<file path="config.mk">
export PLATFORM = sky130hd
export DESIGN_NAME = cgra_config_loader
export DESIGN_NICKNAME = d
export VERILOG_FILES = /design/src/rtl/cgra_config_loader.sv
export SDC_FILE = /design/constraint.sdc
export NUM_CORES = 1
export LEC_CHECK = 0
export BUFFER_PORTS_ARGS = -buffer_cell sky130_fd_sc_hd__buf_2
export CORE_ASPECT_RATIO = 2
export CORE_MARGIN = 5
export CORE_UTILIZATION = 36
export CTS_CLUSTER_DIAMETER = 200
export DETAILED_ROUTE_END_ITERATION = 7
export GPL_TIMING_DRIVEN = 1
export PLACE_DENSITY_LB_ADDON = 0.1
export SLEW_MARGIN = 20
export SYNTH_ARGS = -nofsm -noshare
export SYNTH_HDL_FRONTEND = slang
export SYNTH_SLANG_ARGS = --single-unit
</file>
<file path="constraint.sdc">
create_clock -name clk -period 2.45 [get_ports clk]
set_input_delay 0.1225 -clock clk [delete_from_list [all_inputs] [get_ports clk]]
set_output_delay 0.1225 -clock clk [all_outputs]
set_load 0.05 [all_outputs]
</file>
<file path="src/rtl/cgra_config_loader.sv">
// cgra_config_loader: serializes host words MSB-first into a CGRA config chain
// with a clk/2 chain clock, and captures the old chain contents for readback.
module cgra_config_loader #(
    parameter int size      = 32,
    parameter int CHAIN_LEN = 71
) (
    input  logic            clk,
    input  logic            reset,
    input  logic            start,
    input  logic [size-1:0] cfg_word,
    input  logic            cfg_valid,
    output logic            cfg_ready,
    output logic            config_clk,
    output logic            config_reset,
    output logic            config_in,
    input  logic            config_out,
    output logic [size-1:0] rb_word,
    output logic            rb_valid,
    output logic            busy,
    output logic            done
);
    localparam int CW = $clog2(size + 1);
    localparam int RW = $clog2(CHAIN_LEN + 1);

    typedef enum logic [2:0] {IDLE, CLR, LOAD, SHIFT, DONE} state_t;

    state_t          state;
    logic [size-1:0] shreg, rb_sh;
    logic [CW-1:0]   bcnt;
    logic [RW-1:0]   rem;
    logic            ph, clr_c;
    logic            last_bit, word_end;

    assign last_bit     = rem == RW'(1);
    assign word_end     = last_bit || bcnt == CW'(size - 1);
    assign cfg_ready    = state == LOAD;
    assign config_reset = state == CLR;
    assign done         = state == DONE;
    assign busy         = state != IDLE;

    // config_in is set one cycle ahead so it is stable around each config_clk rise
    always_ff @(posedge clk) begin
        if (reset) begin
            state      <= IDLE;
            shreg      <= '0;
            rb_sh      <= '0;
            rb_word    <= '0;
            rb_valid   <= 1'b0;
            config_clk <= 1'b0;
            config_in  <= 1'b0;
            bcnt       <= '0;
            rem        <= '0;
            ph         <= 1'b0;
            clr_c      <= 1'b0;
        end else begin
            rb_valid <= 1'b0;
            rb_word  <= '0;
            case (state)
                IDLE: begin
                    clr_c <= 1'b0;
                    if (start) state <= CLR;
                end
                CLR: begin
                    clr_c <= 1'b1;
                    rem   <= RW'(CHAIN_LEN);
                    if (clr_c) state <= LOAD;
                end
                LOAD: if (cfg_valid) begin
                    shreg     <= cfg_word;
                    config_in <= cfg_word[size-1];
                    bcnt      <= '0;
                    ph        <= 1'b0;
                    state     <= SHIFT;
                end
                SHIFT: if (!ph) begin
                    ph         <= 1'b1;
                    config_clk <= 1'b1;
                    rb_sh      <= {rb_sh[size-2:0], config_out};
                end else begin
                    ph         <= 1'b0;
                    config_clk <= 1'b0;
                    shreg      <= {shreg[size-2:0], 1'b0};
                    rem        <= rem - RW'(1);
                    bcnt       <= bcnt + CW'(1);
                    if (word_end) begin
                        // partial final word is left-aligned, low bits zero
                        rb_word  <= rb_sh << (CW'(size) - (bcnt + CW'(1)));
                        rb_valid <= 1'b1;
                        state    <= last_bit ? DONE : LOAD;
                        if (last_bit) config_in <= 1'b0;
                    end else begin
                        config_in <= shreg[size-2];
                    end
                end
                DONE: state <= IDLE;
                default: state <= IDLE;
            endcase
        end
    end
endmodule

</file>
==> flow_metrics.tcl <==
set metrics [dict create \
    cts-root-buf "clkbuf_16" \
    routed_wl_um 16200 \
    final_common_cell "nand2_1" \
    synthMuxAreaShare_pct 15.9 \
    slew_viol_final 0 \
    ys_ff_latch 116 \
    grt_overflow 0 \
    ys_types 47 \
    die_x_um 101 \
    grt_max_degree 75 \
    preCtsSetupSlack_ps 8.50 \
    clk_path_buf_depth 2 \
    core_mm2 0.0164 \
    hold_violations 0 \
    die_h_um 192 \
    ioPinCount 76 \
    cp-start-kind "flip-flop" \
    synthSimpleGateAreaFrac_pct 23.1 \
    synth_top_family_by_area "simple AND/OR/NAND/NOR gates" \
    row_count 66 \
    grt.total_usage_pct 17.7 \
    avgSynthCellArea_um2 8.51 \
    cap_violations 0 \
    cts.sinks 116 \
    synthesis.area_mm2 0.00598 \
    worstPathRequired_ps 2770 \
    insertion_delay_ps 430 \
    synth_fp_nets 743 \
    vias 5517 \
    synth_compound_area_share_pct 14.9 \
    cts.clk_slew.worst_paths_ps 60 \
    reg2reg_depth 9 \
    dp_hpwl_um 11800 \
    end_kind "flip-flop" \
    peakVddDrop_mv 0.491 \
    critPathKind "reg2reg" \
    relSlewSlack_pct 49.1 \
    hp-class "in2reg" \
    tns_ps 0 \
    setup_slack_ps 88.1 \
    cts_inserted_buffers 17 \
    syn_inst 703 \
    stdcell_area_mm2 0.00780 \
    reg2reg_slack_ps 90 \
    cts_tree "built" \
    crit_end "rb_word[29]" \
    crit_arrival_ps 2680 \
    die_area_mm2 0.0194 \
    grt_pass1_vias 5521 \
    antenna_left 0 \
    tightest_slew_ps 763 \
    setup_viol 0 \
    fmax_mhz 423 \
    drt-pass1-iter-count 4 \
    fin_nets 863 \
    yosys_warnings 0 \
    wl_met3_um 716 \
    wl_met2_um 8940 \
    drive_gt1_share_pct 25.1 \
    reg2reg_from "bcnt[0]" \
    async_flop_share_pct 0 \
    status "finished clean" \
    n_fill_cell 1635 \
    ys_seq_area_share_pct 38.8 \
    crit_path_start "bcnt[0]" \
    powerDensity_mw_per_mm2 655 \
    area_delta_synth_final_pct 30.4 \
    highest_layer "met4" \
    power_uw 5110 \
    wl_per_cell_um 15.6 \
    mostFrequentLayoutCells "147 x nand2_1, 114 x dfxtp_1, 99 x nor2_1" \
    synth-edff-count 0 \
    drc_errors 0 \
    vias_per_cell 5.30 \
    numPortBuffers 75 \
    antenna_found_initial 0 \
    drt_iter0_drc 232 \
    cp_max_fo 8 \
    finClkSkew_ps 10.1 \
    fin_crit_ps 2360 \
    initial_utilization_pct 36.6 \
    yosys_most_used_dff "dfxtp_1" \
    h-tree-depth 4 \
    gp_congestion 0.849 \
    grt_pass1_wl_um 27400 \
    place_area_mm2 0.00679 \
    n_antenna_cell 0 \
    synth_xor_xnor_area_share_pct 1.76 \
    wl_met1_um 6060 \
    fin_crit_sh_pct 96.4 \
    leakage_uw 0.00295 \
    reg2reg_to "rb_word[29]" \
    synth-adder-area-share_pct 0.628 \
]
==> layer usage <==
metal	vias up	global-route usage, %
li1	2735	-
met1	2606	18.6
met2	143	32.2
met3	33	3.76
met4	0	9.32
met5	-	0
==> per-stage QoR <==
step / hold WS, ps / instances / util, %
5_1_grt: 17.0 / 1040 / 47.7
4_1_cts: 20.6 / 1037 / 47.5
6_report: 23.2 / 1040 / 47.7
3_5_place_dp: 385 / 971 / 41.5
3_3_place_gp: 375 / 971 / 41.5
2_1_floorplan: 258 / 703 / -
==> state kept, by name, indices dropped and copies added, names as in the netlist <==
name / count
rb_sh: 32
rem: 7
config_clk: 1
config_in: 1
shreg: 31
state: 3
rb_word: 32
rb_valid: 1
ph: 1
clr_c: 1
bcnt: 6
==> how the worst min path moves through the flow <==
stage	cells past startpoint	to	slack, ps	from
after detailed placement	3	rb_sh[0]	380	config_out
after global placement	3	rb_sh[0]	380	config_out
final	3	shreg[0]	20	cfg_valid
after floorplan	2	rb_sh[0]	260	config_out
after global routing	3	shreg[0]	20	cfg_valid
after CTS	3	shreg[0]	20	cfg_valid
==> layout make-up <==
| type | instances | area [µm²] | share of cell area, % |
|---|---|---|---|
| Clock inverter | 15 | 193 | 2.47 |
| Inverter | 5 | 18.8 | 0.241 |
| Multi-Input combinational cell | 522 | 3390 | 43.5 |
| Tap cell | 204 | 255 | 3.27 |
| Timing Repair Buffer | 161 | 1190 | 15.2 |
| Sequential cell | 116 | 2320 | 29.8 |
| Clock buffer | 17 | 425 | 5.45 |
==> kinds of logic (layout without fill, tap and decap cells) <==
kind of cell	after synthesis	count (layout)
compound gates	131	131
xor+xnor	12	12
fa+ha+maj	3	3
buf+inv	65	198
flops	116	116
mux	53	53
simple gates	323	323
==> worst max-delay path, cell delays in order, from the launching register on <==
cell and delay, ps:
dfxtp_2 340, ha_4 270, or3_1 360, o31ai_2 120, a221oi_4 150, nand2_4 150, buf_6 170, mux4_2 520
nor2_1 120, nor3_1 50
==> power breakdown <==
part           total (µW)  internal, µW  leakage (µW)  switching [µW]
Sequential           2010          1960      0.000939            50.5
Clock                2620          1630      0.000302             997
Combinational         475           196       0.00171             278
==> cells in the mapped netlist, types with 3 or more instances <==
library cell | instances | area [µm²]
a211oi_1 | 13 | 97.6
a21oi_1 | 54 | 270
a311oi_1 | 32 | 280
and2_1 | 3 | 18.8
buf_2 | 7 | 35.0
buf_6 | 4 | 45.0
clkbuf_1 | 45 | 169
dfxtp_1 | 116 | 2320
ha_1 | 3 | 37.5
inv_1 | 5 | 18.8
mux2_2 | 5 | 56.3
mux2i_1 | 15 | 150
mux4_2 | 33 | 743
nand2_1 | 147 | 552
nand2b_1 | 7 | 43.8
nand3_1 | 9 | 45.0
nand3b_1 | 3 | 22.5
nor2_1 | 100 | 375
nor2b_1 | 8 | 50.1
nor3_1 | 23 | 115
o21ai_0 | 15 | 75.1
or3_1 | 7 | 43.8
or4_1 | 4 | 30.0
xnor2_1 | 5 | 43.8
xor2_1 | 7 | 61.3
==> repair_timing <==
item | 4_1_cts | 5_1_grt
endpoints found under the setup margin | 2 | 20
endpoints found under the hold margin | 36 | 0
hold buffers | 34 | 0
buffers inserted | 0 | 3
pin swaps | 0 | 2
gates cloned | 0 | 0
gates resized for setup | 2 | 6
Note: power is estimated with default switching activity, not from simulation.
